$ cat config.mk
export PLATFORM = sky130hd
export DESIGN_NAME = instr_loader
export DESIGN_NICKNAME = d
export VERILOG_FILES = /design/src/rtl/instr_loader.sv
export SDC_FILE = /design/constraint.sdc
export NUM_CORES = 1
export LEC_CHECK = 0
export CAP_MARGIN = 20
export CORE_ASPECT_RATIO = 0.5
export CORE_MARGIN = 3
export CORE_UTILIZATION = 40
export CTS_CLUSTER_DIAMETER = 120
export DETAILED_ROUTE_END_ITERATION = 6
export PLACE_DENSITY_LB_ADDON = 0.05
export SLEW_MARGIN = 10
export SYNTH_ARGS = -nofsm -noshare
export SYNTH_HDL_FRONTEND = slang
export SYNTH_SLANG_ARGS = --single-unit
export TNS_END_PERCENT = 20
$ cat constraint.sdc
create_clock -name clk_i -period 2.4 [get_ports clk_i]
set_input_delay 0.24 -clock clk_i [delete_from_list [all_inputs] [get_ports clk_i]]
set_output_delay 0.24 -clock clk_i [all_outputs]
set_load 0.03 [all_outputs]
$ cat src/rtl/instr_loader.sv
// instr_loader: takes a length byte followed by little-endian instruction words from a byte
// stream, writes them to instruction memory, and holds the CPU in reset until a good load completes.
module instr_loader #(
    parameter int DEPTH = 32
) (
    input  logic        clk_i,
    input  logic        rst_n,
    input  logic        start_i,
    input  logic        byte_valid_i,
    input  logic [7:0]  byte_data_i,
    output logic        byte_ready_o,
    output logic        im_we_o,
    output logic [31:0] im_addr_o,
    output logic [31:0] im_data_o,
    output logic        cpu_rst_n_o,
    output logic        busy_o,
    output logic        done_o,
    output logic        err_o,
    output logic [5:0]  count_o
);
    localparam logic [2:0] IDLE  = 3'd0;
    localparam logic [2:0] LEN   = 3'd1;
    localparam logic [2:0] DATA  = 3'd2;
    localparam logic [2:0] WRITE = 3'd3;
    localparam logic [2:0] DONE  = 3'd4;
    localparam logic [2:0] ERR   = 3'd5;
    localparam logic [8:0] DEPTH_L = 9'(DEPTH);

    logic [2:0]  r_state;
    logic [7:0]  r_n;
    logic [5:0]  r_count;
    logic [1:0]  r_bcnt;
    logic [31:0] r_word;
    logic [7:0]  w_next_cnt;
    logic        w_bad_len;

    assign w_next_cnt = {2'b00, r_count} + 8'd1;
    assign w_bad_len  = (byte_data_i == 8'd0) || ({1'b0, byte_data_i} > DEPTH_L);

    // Every output is decoded from state alone, so nothing depends combinationally on the stream.
    assign byte_ready_o = (r_state == LEN) || (r_state == DATA);
    assign busy_o       = byte_ready_o || (r_state == WRITE);
    assign im_we_o      = (r_state == WRITE);
    assign done_o       = (r_state == DONE);
    assign err_o        = (r_state == ERR);
    assign cpu_rst_n_o  = (r_state == DONE);
    assign count_o      = r_count;
    assign im_addr_o    = {24'd0, r_count, 2'b00};
    assign im_data_o    = r_word;

    always_ff @(posedge clk_i or negedge rst_n) begin
        if (!rst_n) begin
            r_state <= IDLE;
            r_n     <= 8'd0;
            r_count <= 6'd0;
            r_bcnt  <= 2'd0;
            r_word  <= 32'd0;
        end else begin
            case (r_state)
                IDLE, DONE, ERR: if (start_i) begin
                    r_state <= LEN;
                    r_count <= 6'd0;
                    r_bcnt  <= 2'd0;
                    r_word  <= 32'd0;
                end
                LEN: if (byte_valid_i) begin
                    r_n     <= byte_data_i;
                    r_state <= w_bad_len ? ERR : DATA;
                end
                DATA: if (byte_valid_i) begin
                    r_word[8*r_bcnt +: 8] <= byte_data_i;
                    r_bcnt                <= r_bcnt + 2'd1;
                    if (r_bcnt == 2'd3) r_state <= WRITE;
                end
                WRITE: begin
                    r_count <= r_count + 6'd1;
                    r_state <= (w_next_cnt == r_n) ? DONE : DATA;
                end
                default: r_state <= IDLE;
            endcase
        end
    end
endmodule

==> metrics <==
outcome finished, final reports clean; Rows 20; setup TNS 0 ns; drt first pass iters 4; pwr/cell area 878 nW/um^2; layout cells sized above 1 14.0%; Cells after Synth 236; Worst path slowest cell clkdlybuf4s50_1; Reg clk slew, reported paths 0.07 ns; Reg area 1280 sq um; full die area 7790 sq um; max-cap violations 0; Post-Route M1 WL 3260 microns; VDD IR-drop max 0.000429 V; final net count 323; Final Setup Violations 0; Final Wtd Congestion 0.784; fillers 581; Detailed Route WL 6670 microns; overall routing resource usage 18.1%; ant diodes 0; Final Max Slew Viols 0; CTS buffer count 5; critical path peak fanout 8; Buf+Inv Stages, Crit Path 1; Worst Skew 0.0102 ns; unrepaired setup endpoints after global routing no; clk root buf clkbuf_16; routed length per instance 16.9 microns; sequential area share after synthesis 47.5%; WL met2 2980 microns; Vert. Die Dim 63.9 microns; Yosys reg bits 51; deepest clock path buffer count 2; global-route wire length before repair 11,100 microns; reg2reg setup slack 0.37 ns; Core Area 6280 sq um; Synth area leaders dfrtp_1 48%, a22o_1 10%, buf_4 9.2%, mux2_2 3.4%, ha_1 2.3%; critical path endpoint category output pin; CTS tree yes; CTS sink cnt 51; initial antenna violation count 0; CP max stage delay 0.68 ns; Syn-to-layout area delta 30.7%; Final Hold Fails 0; Port Buf Inserts 61; Clock Latency Late Sink 0.29 ns; min setup slack post-route 0.243 ns; critical path class flip-flop to output pin; Die W 122 microns; top cell type by total area after synthesis dfrtp_1; Worst R2R Path Depth 5; mapped cell area 2690 sq um; Worst Path Required 2.16 ns; power after layout 3.08 mW; Yosys cell types 49; Tcrit/Tclk final 89.9%; Multi-input gate area 1210 sq um; worst-path cell chain or2b_1 -> a21oi_1 -> clkdlybuf4s50_1; number of global-route vias before repair 2,098; Vias/cell 5.29; Place WS 0.133 ns; # DRC 0; prevailing post-synth register cell dfrtp_1; Overflow after GRT 0; worst min path class input pin to asynchronous set/reset pin; largest net degree at the start of global routing 52; worst-margin pin slew 0.714 ns; Data arrival, critical path 1.92 ns; Synth top area share 47.5%; hold_buf cts 0; Initial Utilization 42.7%; delay-heaviest family, CP buffers and inverters; top sig layer met4; post-synthesis async set-or-reset flop share 100%; WL met3 410 microns; I/O Pins 88; H-Tree Depth 2; yosys warns 0; Final HPWL DP 4740 microns; R2R Path End im_data_o[24]; remaining antenna violation count after routing 0; via count 2,089; Synth top cells by count 51 x dfrtp_1, 33 x buf_4, 32 x a22o_1, 13 x nor2_1, 12 x a21oi_1; slew margin rel. 51.9%; Max Freq 0.464 GHz; WHS 0.0509 ns; DR iter-0 viols 89; Post-synth EDFFs 0; min Tclk post-route 2.16 ns; synthesized area per cell 11.4 sq um; top-count cell post-synth dfrtp_1; Pleak 1.54 nW; crit path launch type flip-flop; RR Startpoint r_state[0]
## cell usage in the layout, fill, tap and decap left out, types with 2 or more instances in the layout
cell,count
mux2_2,8
xnor2_1,5
clkdlybuf4s50_1,59
or4_1,2
ha_1,5
nand3b_1,3
nor2_1,13
a21oi_2,2
and3_1,3
a22o_1,32
a311oi_1,3
nand3_1,2
nand2_1,7
nand2b_1,3
buf_4,15
a21oi_1,12
o31ai_1,3
dfrtp_1,51
clkbuf_16,5
xor2_1,2
or3_1,2
a21oi_4,2
o21ai_0,4
a31oi_1,2
nor4b_4,2
conb_1,26
nor3_1,4
inv_1,4
## registers in the layout, indices dropped and copies added, names as in the netlist
| signal | flops |
|---|---|
| r_state | 3 |
| count_o | 6 |
| r_bcnt | 2 |
| im_data_o | 32 |
| r_n | 8 |
## layer usage
metal | GRT usage, % | up-vias
met4 | 3.63 | 0
met5 | 0 | -
li1 | - | 956
met3 | 3.54 | 3
met1 | 26.4 | 1047
met2 | 28.1 | 83
## area by class of cell
class	instances	share of cell area [%]
multi-input cells	168	34.6
clock buffers	5	3.57
clock inverters	3	1.35
flip-flops and latches	51	36.4
repair buffers	76	20.5
well taps	88	3.14
inverters	4	0.428
## metrics by stage
step / cell area [sq um] / cells / util, %
finish: 3510 / 395 / 55.9
global route: 3510 / 395 / 55.9
CTS: 3500 / 395 / 55.8
detailed placement: 3330 / 387 / 53.0
global placement: 3330 / 387 / 53.0
floorplan: 2780 / 261 / -
## cell families after synthesis
family	synth area share (%)
AO/OA/AOI/OAI	19.6
XOR/XNOR	2.28
adder cells (fa/ha/maj)	2.33
buffers and inverters	10.8
flip-flops	47.5
multiplexers	3.36
other	0.140
AND/OR/NAND/NOR	13.9
## power breakdown
group / internal (mW) / switching, mW / total (mW)
clock: 0.498 / 0.335 / 0.834
combinational: 0.468 / 0.664 / 1.13
sequential: 0.974 / 0.144 / 1.12
## worst max path at each step
stage | cells after the start | end | from | slack [ns]
2_1_floorplan | 7 | r_state[1] | count_o[0] | 0.33
3_3_place_gp | 6 | r_state[0] | byte_data_i[4] | 0.17
3_5_place_dp | 6 | r_state[0] | byte_data_i[4] | 0.13
4_1_cts | 4 | im_we_o | r_state[0] | 0.02
5_1_grt | 3 | byte_ready_o | r_state[1] | 0.19
6_report | 3 | byte_ready_o | r_state[1] | 0.24
## what timing repair did
item,4_1_cts,5_1_grt
endpoints found under the hold margin,0,0
setup buffers,0,0
gates resized for setup,0,2
setup endpoints to repair,0,1
(Power assumes the default switching activity.)
